### src/rtl/if_fetch.sv
// Instruction-fetch stage: owns the PC, keeps at most one instruction-memory
// request in flight, applies decode's redirects and fills the IF_ID register
// with {PC+4, instruction} or a bubble {next PC+4, NOP}.
module if_fetch #(
    parameter logic [31:0] RESET_PC  = 32'h8000_0000,
    parameter logic [31:0] ILLOP_PC  = 32'h8000_0004,
    parameter logic [31:0] XADR_PC   = 32'h8000_0008,
    parameter logic [31:0] NOP_INSTR = 32'h0000_0000
) (
    input  logic        clk,
    input  logic        reset,
    output logic        imem_req,
    output logic [31:0] imem_addr,
    input  logic        imem_ready,
    input  logic [31:0] imem_rdata,
    input  logic        PC_IF_ID_Write,
    input  logic        Z,
    input  logic        J,
    input  logic        JR,
    input  logic        interrupt,
    input  logic        exception,
    input  logic [31:0] branch_target,
    input  logic [31:0] jump_target,
    input  logic [31:0] jr_target,
    output logic [31:0] PC,
    output logic [63:0] IF_ID
);

    typedef enum logic [1:0] {REQ, WAIT, DROP, HOLD} state_t;

    state_t      state, state_n;
    logic [31:0] pc_q, pc_n;
    logic [63:0] if_id_q, if_id_n;
    logic [31:0] skid_q, skid_n;

    logic        hold;
    logic        redir;
    logic [31:0] tgt;
    logic [31:0] pc_plus4;
    logic [63:0] redir_bubble;
    logic [63:0] seq_bubble;

    // Sequential increment keeps the supervisor bit; only the low 31 bits wrap.
    function automatic logic [31:0] pc_inc(input logic [31:0] a);
        return {a[31], a[30:0] + 31'd4};
    endfunction

    // Redirect arbitration: traps beat the stall, the stall masks control flow.
    always_comb begin
        hold  = ~PC_IF_ID_Write;
        redir = 1'b1;
        tgt   = pc_q;
        if (exception)
            tgt = XADR_PC;
        else if (interrupt)
            tgt = ILLOP_PC;
        else if (hold)
            redir = 1'b0;
        else if (JR)
            tgt = jr_target;
        else if (J)
            tgt = jump_target;
        else if (Z)
            tgt = branch_target;
        else
            redir = 1'b0;
    end

    // Bubbles carry the resume address + 4 so decode can recover it.
    assign pc_plus4     = pc_inc(pc_q);
    assign redir_bubble = {pc_inc(tgt), NOP_INSTR};
    assign seq_bubble   = {pc_plus4, NOP_INSTR};

    // Next-state, next-PC and IF_ID selection for the fetch FSM.
    always_comb begin
        state_n = state;
        pc_n    = pc_q;
        if_id_n = if_id_q;
        skid_n  = skid_q;
        case (state)
            REQ: begin
                if (redir) begin
                    pc_n    = tgt;
                    if_id_n = redir_bubble;
                end else begin
                    state_n = WAIT;
                    if (!hold) if_id_n = seq_bubble;
                end
            end
            WAIT: begin
                if (imem_ready) begin
                    state_n = REQ;
                    if (redir) begin
                        pc_n    = tgt;
                        if_id_n = redir_bubble;
                    end else if (hold) begin
                        skid_n  = imem_rdata;
                        state_n = HOLD;
                    end else begin
                        pc_n    = pc_plus4;
                        if_id_n = {pc_plus4, imem_rdata};
                    end
                end else if (redir) begin
                    pc_n    = tgt;
                    if_id_n = redir_bubble;
                    state_n = DROP;
                end else if (!hold) begin
                    if_id_n = seq_bubble;
                end
            end
            DROP: begin
                // The in-flight response belongs to a squashed path.
                if (redir) begin
                    pc_n    = tgt;
                    if_id_n = redir_bubble;
                end
                if (imem_ready) state_n = REQ;
            end
            HOLD: begin
                if (redir) begin
                    pc_n    = tgt;
                    if_id_n = redir_bubble;
                    state_n = REQ;
                end else if (!hold) begin
                    pc_n    = pc_plus4;
                    if_id_n = {pc_plus4, skid_q};
                    state_n = REQ;
                end
            end
            default: state_n = REQ;
        endcase
    end

    // State registers with synchronous reset.
    always_ff @(posedge clk) begin
        if (reset) begin
            state   <= REQ;
            pc_q    <= RESET_PC;
            if_id_q <= 64'd0;
            skid_q  <= 32'd0;
        end else begin
            state   <= state_n;
            pc_q    <= pc_n;
            if_id_q <= if_id_n;
            skid_q  <= skid_n;
        end
    end

    assign imem_req  = (state == REQ) && !reset;
    assign imem_addr = pc_q;
    assign PC        = pc_q;
    assign IF_ID     = if_id_q;

endmodule

### config.mk
export PLATFORM = sky130hd
export DESIGN_NAME = if_fetch
export DESIGN_NICKNAME = d
export VERILOG_FILES = /design/src/rtl/if_fetch.sv
export SDC_FILE = /design/constraint.sdc
export NUM_CORES = 1
export LEC_CHECK = 0
export CORE_ASPECT_RATIO = 1.4
export CORE_UTILIZATION = 43
export DETAILED_ROUTE_END_ITERATION = 6
export HOLD_SLACK_MARGIN = 0.1
export PLACE_DENSITY = 0.8
export SETUP_SLACK_MARGIN = 0.2
export SYNTH_ARGS = -nofsm -noshare
export SYNTH_HDL_FRONTEND = slang
export SYNTH_SLANG_ARGS = --single-unit
### constraint.sdc
create_clock -name clk -period 2.75 [get_ports clk]
set_input_delay 0.275 -clock clk [delete_from_list [all_inputs] [get_ports clk]]
set_output_delay 0.275 -clock clk [all_outputs]
set_load 0.05 [all_outputs]
### After elaboration in Yosys (flattened, before gate mapping)

Index checks and enable logic that the tools add are counted.

* flip-flop bits (word level): 130
* input bits: 137
* word-level logic and storage cells: 59

* mux-type cells: 35
* reductions and logical operators: 7
* bitwise operators: 2
* $add $sub $neg: 2
* equality and inequality tests: 9

Operators by type and width (number)
* $mux W64: 8
* $mux W32: 9
* $pmux W64 S4: 1
* $pmux W32 S3: 1
* $add A31 B3 Y31 const B: 2
* $mux W31: 1
* $mux W2: 8
* $pmux W2 S4: 1
* $reduce_and A4 Y1: 2
* $mux W1: 6
* $ne A2 B2 Y1 const B: 3
* $ne A3 B3 Y1 const B: 2
* $eq A2 B2 Y1 const B: 2
* $ne A4 B4 Y1 const B: 1
* $reduce_and A3 Y1: 1
* $eq A2 B1 Y1 const B: 1
* $logic_not A2 Y1: 1
* $not A1 Y1: 2
* $reduce_or A2 Y1: 1
* $logic_and A1 B1 Y1: 1
* $logic_not A1 Y1: 1

### Logic depth before layout (Yosys ltp)

Gate-level depths: netlist (run 1).

* word-level depth: 10
* mapped depth: 13

### Worst setup path before layout (run 1)

No wires, ideal clock.

* path kind: flip-flop to flip-flop
* from: register pc_q[8] (netlist: PC[8])
* to: register if_id_q[59] (netlist: IF_ID[59])
* stages on the path, launching flop included: 11
* setup time: 0.095 ns
* data required time: 2.655 ns
* slack: -0.170 ns
* data arrival time: 2.824 ns
* buffers on the path: 2
* path through: dfxtp_1 -> buf_2 -> nor2b_1 -> a211oi_1 -> or3_1 -> nor4_2 -> buf_2 -> nand4_1 -> nor3_1 -> xor2_1 -> a221oi_1

* word-level cells in the longest chain between the ends: 10
* elaborated cells between the ends (all ways): 17
* classes of those cells: add/sub: 2; mux: 15

RTL lines
* start: declaration: line 32 `logic [31:0] pc_q, pc_n;`
* start signal: assignment: line 143 `pc_q <= pc_n;`
* $mux W32: line 63 `else if (Z)`
* $mux W32: line 61 `else if (J)`
* $mux W32: line 59 `else if (JR)`
* $mux W32: line 57 `else if (hold)`
* $mux W32: line 55 `else if (interrupt)`
* $mux W32: line 53 `if (exception)`
* $add A31 B3 Y31: line 45 `return {a[31], a[30:0] + 31'd4};`
* $mux W64, on equally long branches: line 103, 93
* $mux W64: line 91 `if (imem_ready) begin`
* $pmux W64 S4 *: line 80 `case (state)`
* end signal: assignment: line 144 `if_id_q <= if_id_n;`
* end: declaration: line 33 `logic [63:0] if_id_q, if_id_n;`

Every way passes the cells marked *; elsewhere a longest branch is shown, timed or not. The select of a mux whose other input is x is not followed.
A chain may end at the register's enable or synchronous reset.

### Final worst setup path (run 1)

* from: register pc_q[2] (netlist: PC[2])
* to: register if_id_q[61] (netlist: IF_ID[61])

The elaborated chain is that of the path after synthesis.

==> results of run 1 <==
==> cell usage after synthesis, types with 5 or more instances <==
master    number
xor2_1        38
a31oi_1        5
xnor2_1       32
nand2_1      140
nand3_1       20
and3_1        12
nor4_2         6
o21ai_0       49
o22ai_1       17
nand4_1       11
nor4_1         7
or3_1          7
o211ai_1      12
a222oi_1       6
a221oi_1       8
and2_1         5
o221ai_1      14
mux2i_1       17
a21oi_1       67
a311oi_1       6
clkbuf_1      55
nand2b_1       7
mux2_2         5
a22oi_1       43
nor3_1        18
buf_2         18
nor2b_1        8
buf_4         36
dfxtp_1      130
nor2_1       142
buf_1          8
or2_2          5
a211oi_1      25
a22o_1        22
inv_1          6
==> layer usage <==
metal | up-vias | part of all wire
met5 | - | 0
met4 | 0 | 0.060
met3 | 141 | 0.097
met1 | 4722 | 0.36
met2 | 634 | 0.49
li1 | 4620 | -
==> cells by family after synthesis <==
kind of cell | synth area share
and+or+nand+nor | 0.237
AOI/OAI and AO/OA | 0.265
buffers and inverters | 0.0807
DFF | 0.312
xor gates and xnor gates | 0.0735
muxes | 0.0298
adders and majority gates | 0.00300
==> power breakdown <==
| group | internal, mW | switching (mW) |
|---|---|---|
| registers | 1.93 | 0.0689 |
| clock network | 1.30 | 0.918 |
| logic | 0.592 | 0.727 |
==> repair_timing <==
item | in CTS | in global routing
buffers inserted | 21 | 10
gates cloned | 0 | 0
pin swaps | 31 | 23
endpoints found under the setup margin | 24 | 18
resized for setup | 43 | 19
==> area by class of cell <==
class	instances	area, um2
Inverter	10	42.5
Sequential cell	130	2650
Tap cell	244	305
Timing Repair Buffer	446	4060
Clock inverter	13	126
Clock buffer	19	453
Multi-Input combinational cell	831	5390
Fill cell	1515	5800
==> metrics by stage <==
step                instance area (um2)  hold slack, ns
floorplan                          8500           0.411
global placement                  12000           0.441
detailed placement                12000           0.446
CTS                               12900           0.252
global route                      13000           0.269
finish                            13000           0.267
==> final timing paths <==
path	startpoint	end	slack, ns
hold / removal	reset	PC[6]	0.27
setup / recovery	PC[2]	IF_ID[61]	0.21
hold reg to reg	skid_q[18]	skid_q[18]	0.45
setup reg to reg	PC[2]	IF_ID[61]	0.21
==> worst max-delay path, cell delays in order (launching register included) <==
cell      delay [ns]
dfxtp_4         0.36
mux2_4          0.15
a21oi_4         0.05
a311oi_4        0.34
buf_4           0.17
nor3b_4         0.32
buf_4           0.17
nand4_1         0.08
buf_6           0.16
nor4_4          0.28
xor2_1          0.22
a211oi_1        0.09
==> registers in the layout (all words and copies together), names as in the netlist <==
name and flops:
state 2, skid_q 32, PC 32, IF_ID 64
==> cells in the final DEF, fill, tap and decap left out, drive strengths merged, types with 13 or more instances in the layout <==
master / n
nand2: 142
mux2i: 17
xor2: 38
nor2: 144
o22ai: 17
dfxtp: 130
a22oi: 43
a211oi: 25
a22o: 22
clkdlybuf4s50: 257
nor4: 13
buf: 183
nand3: 20
a21oi: 68
nor3: 18
xnor2: 32
clkbuf: 21
o21ai: 53
o221ai: 14
==> run_results.csv, run 1 <==
group,metric,value,unit
outcome,outcome,"finished, final reports clean",
floorplanning,fp.dieArea,20000,um2
floorplanning,die_w,120,um
routing,route.detailed.drc,0,
yosys,syn_nets,1230,
timing,finalHoldViolations,0,
global_routing,antenna_found_initial,0,
setup_path,cp.arrival,2.83,ns
yosys,synth-seq-area-share,0.312,
cts,cts-root-buf,"clkbuf_16",
yosys,synth_area_leader_cell,"dfxtp_1",
floorplanning,start_util,0.443,
placement,dp_slack,-0.562,ns
cts,cts_buffers,17,
yosys,ys_warn_count,0,
yosys,synthCells,1091,
yosys,synth_edf_count,0,
timing,totalNegativeSetupSlack,0,ns
setup_path,crit_type,"reg2reg",
cts,clk_path_buf_depth,2,
floorplanning,io_pins,266,
cts,numClockSinks,130,
power,ir_worst_vdd,0.451,mV
final_layout,final_nets,1575,
global_routing,track_usage,0.338,
timing,clock_skew,0.00992,ns
yosys,syn_area,8340,um2
timing,slew_headroom,0.445,
global_routing,grt_pass1_wl,53100,um
power,power_per_cell_area,425,nW/um2
final_layout,final_util,0.692,
global_routing,use_met1,0.372,
floorplanning,die_h,167,um
routing,viasPerCell,5.98,
setup_path,cp_data_required_time,3.04,ns
final_layout,area_growth,56.1,%
yosys,synth_top_area_frac,0.312,
yosys,post_synth.cell_area_avg,7.65,um2
placement,port_buffers,265,
final_layout,num_antenna_cells,0,
timing,finalSetupViolations,0,
timing,min_period,2.54,ns
cts,htreeDepth,4,
timing,period_share,0.923,
routing,routed_wl,34600,um
global_routing,grt-ovfl-total,0,
routing,vias,10100,
yosys,yosys_register_bits,130,
setup_path,end_kind,"flop",
timing,worst_pin_slew,0.828,ns
timing,fin_ws,0.211,ns
floorplanning,core_area,18800,um2
routing,wl_per_cell,20.5,um
routing,firstDrtPassIters,7,
final_layout,drive_gt1_frac,0.207,
cts,postCtsHoldBufs,0,
yosys,synth-async-reset-ratio,0,
setup_path,start_kind,"flop",
worst_hold_path,whs_path_depth,2,
final_layout,final_cell_count_no_fill,1693,
placement,place_congestion,0.972,
timing,max_freq,394,MHz
power,total_power,5.54,mW
global_routing,grt_util_met2,0.577,
setup_path,ff2ff_path_depth,11,
placement,dp.final_hpwl,24900,um
worst_hold_path,hold_path_class,"in2reg",
placement,dp.cells,1630,
yosys,synth-main-ff-cell,"dfxtp_1",
global_routing,grt_max_degree,54,
global_routing,busiest_layer,"met2",
routing,first_iter_violations,896,
yosys,synth_area_leaders,"dfxtp_1 31%, nor2_1 6.4%, nand2_1 6.3%",
timing,rsz0062_at_grt,"true",
timing,final-max-slew-violation-count,0,
run,max_cap_viol_count,0,
cts,worstSkewPairLatency,0.42,ns
routing,postRouteAntennaNets,0,
floorplanning,std_cell_rows,59,
cts,cts_tree,"built",
setup_path,worstPathMaxFanout,6,
yosys,ys_types,80,
global_routing,grtUsageMet3,0.0880,
cts,path_clk_slew,0.06,ns
power,p_leak,4.90,nW
global_routing,first_global_vias,9853,
(Power assumes the default switching activity.)
==> run 2, diff against run 1 <==
--- a/config.mk
+++ b/config.mk
@@ -14,3 +14,4 @@
 export SYNTH_ARGS = -nofsm -noshare
 export SYNTH_HDL_FRONTEND = slang
 export SYNTH_SLANG_ARGS = --single-unit
+export TNS_END_PERCENT = 30
==> run 2 against run 1 <==
  * First-iteration DRC count grew 3.7%
  * Via count rose by 0.74%
  * Non-clock buffer count up 1
  * Clock-buffer cell count decreased by 1
  * Clock skew is 0.0014 ns lower
  * Power grew 1.4%
  * Hold slack worse by 0.032 ns
  * Fmax fell by 1.4%
  * Flip-flop and latch count unchanged
  * Utilization about the same
  * Critical path type unchanged
==> run_results.csv, run 2 (same netlist as run 1, synthesis figures left out) <==
group,metric,value,unit
power,ir_worst_vdd,0.552,mV
routing,route.detailed.drc,0,
global_routing,grt_max_degree,61,
final_layout,final_nets,1576,
global_routing,track_usage,0.342,
setup_path,rr_startpoint,"PC[7]",
worst_hold_path,whs_path_depth,2,
routing,postRouteAntennaNets,0,
placement,dp.final_hpwl,25100,um
cts,cts_tree,"built",
timing,final-max-slew-violation-count,0,
global_routing,grt_pass1_wl,53600,um
setup_path,cp.arrival,2.93,ns
run,max_cap_viol_count,0,
final_layout,seq_area,2630,um2
global_routing,antenna_found_initial,0,
setup_path,ff2ff_path_depth,9,
final_layout,final_cell_count_no_fill,1694,
outcome,outcome,"finished, final reports clean",
final_layout,drive_gt1_frac,0.202,
placement,place_congestion,0.948,
routing,wl_per_cell,20.3,um
routing,vias,10200,
cts,cts_buffers,17,
timing,finalSetupViolations,0,
floorplanning,core_area,18800,um2
setup_path,r2r_end,"IF_ID[51]",
setup_path,end_kind,"flop",
final_layout,area_growth,56.1,%
final_layout,final_common_cell,"clkdlybuf4s50_1",
routing,routed_wl,34300,um
floorplanning,fp.dieArea,20000,um2
timing,finalHoldViolations,0,
power,p_leak,4.89,nW
setup_path,start_kind,"flop",
worst_hold_path,hold_path_class,"in2reg",
floorplanning,std_cell_rows,59,
routing,first_iter_violations,929,
timing,worst_pin_slew,0.773,ns
routing,viasPerCell,6.02,
floorplanning,io_pins,266,
cts,cts-root-buf,"clkbuf_16",
setup_path,ff2ff_setup_slack,0.17,ns
cts,worstSkewPairLatency,0.42,ns
global_routing,first_global_vias,10300,
final_layout,largest_reg_flops,64,
floorplanning,die_h,167,um
timing,clock_skew,0.00852,ns
final_layout,multiInputGateArea,5310,um2
setup_path,crit_type,"reg2reg",
final_layout,final_cell_mix,"257 x clkdlybuf4s50_1, 166 x buf_4, 139 x nand2_1",
cts,path_clk_slew,0.06,ns
routing,firstDrtPassIters,6,
placement,dp.cells,1644,
cts,htreeDepth,4,
floorplanning,start_util,0.443,
cts,numClockSinks,130,
final_layout,fillers,1516,
timing,min_period,2.58,ns
setup_path,worstPathMaxFanout,8,
global_routing,grt-ovfl-total,0,
setup_path,cp_data_required_time,3.11,ns
timing,max_freq,388,MHz
timing,period_share,0.937,
timing,rsz0062_at_grt,"true",
placement,port_buffers,265,
final_layout,num_antenna_cells,0,
worst_hold_path,holdPathEnd,"IF_ID[35]",
cts,clk_path_buf_depth,2,
timing,holdWs,0.235,ns
worst_hold_path,worstHoldStart,"reset",
floorplanning,die_w,120,um
power,power_per_cell_area,431,nW/um2
timing,slew_headroom,0.482,
==> run 2: cell count changes in the layout (fill, tap and decap cells not counted), sizes merged <==
cell,delta
clkdlybuf4s15,+1
dlymetal6s2s,-1
bufinv,+1
clkbuf,-1
dlygate4sd2,+1
==> run 2: layout make-up <==
class	count	area share
Clock buffer	18	0.0337
Multi-Input combinational cell	831	0.407
Sequential cell	130	0.202
Timing Repair Buffer	447	0.319
Tap cell	244	0.0234
Inverter	10	0.00327
Clock inverter	14	0.0117
==> run 2: critical path: stages, from the launching register on <==
cell and delay (ns):
dfxtp_2 0.43, nor2b_1 0.19, a211oi_1 0.07, or3_4 0.35
nor4_2 0.26, buf_4 0.20, nand4_4 0.10, or4_4 0.51
a311oi_2 0.29, a31o_1 0.14
==> run 2: per-layer routing <==
| layer | share of wire | track usage | up-vias |
|---|---|---|---|
| met5 | 0 | 0 | - |
| met4 | 0.060 | 0.216 | 0 |
| met3 | 0.096 | 0.0887 | 144 |
| met2 | 0.49 | 0.584 | 615 |
| met1 | 0.35 | 0.372 | 4799 |
| li1 | - | - | 4634 |
==> run 2: report_power, final <==
group | switching, mW | internal (mW) | total, mW
Sequential | 0.0705 | 1.93 | 2.00
Combinational | 0.719 | 0.599 | 1.32
Clock | 0.924 | 1.37 | 2.29
==> run 2: stage by stage <==
stage | setup slack [ns] | area, um2 | utilization | TNS [ns] | power (mW)
2_1_floorplan | 0.161 | 8480 | - | 0 | 2.69
3_3_place_gp | -0.423 | 12200 | 0.645 | -10.46 | 3.28
3_5_place_dp | -0.495 | 12200 | 0.645 | -13.57 | 3.29
4_1_cts | 0.186 | 13000 | 0.690 | 0 | 5.60
5_1_grt | 0.0700 | 13000 | 0.692 | 0 | 5.77
6_report | 0.174 | 13000 | 0.692 | 0 | 5.61
==> run 2: worst max path at each step <==
stage	slack [ns]	to	startpoint
detailed placement	-0.49	IF_ID[58]	JR
global placement	-0.42	IF_ID[53]	JR
global route	0.07	IF_ID[60]	PC[15]
CTS	0.19	IF_ID[58]	jump_target[3]
floorplan	0.16	IF_ID[50]	J
finish	0.17	IF_ID[51]	PC[7]
==> run 2: what timing repair did <==
action	in CTS	in global routing
gates resized for setup	33	10
pin swaps	23	12
buffers inserted	16	2
setup endpoints to repair	23	19
hold buffers	0	0
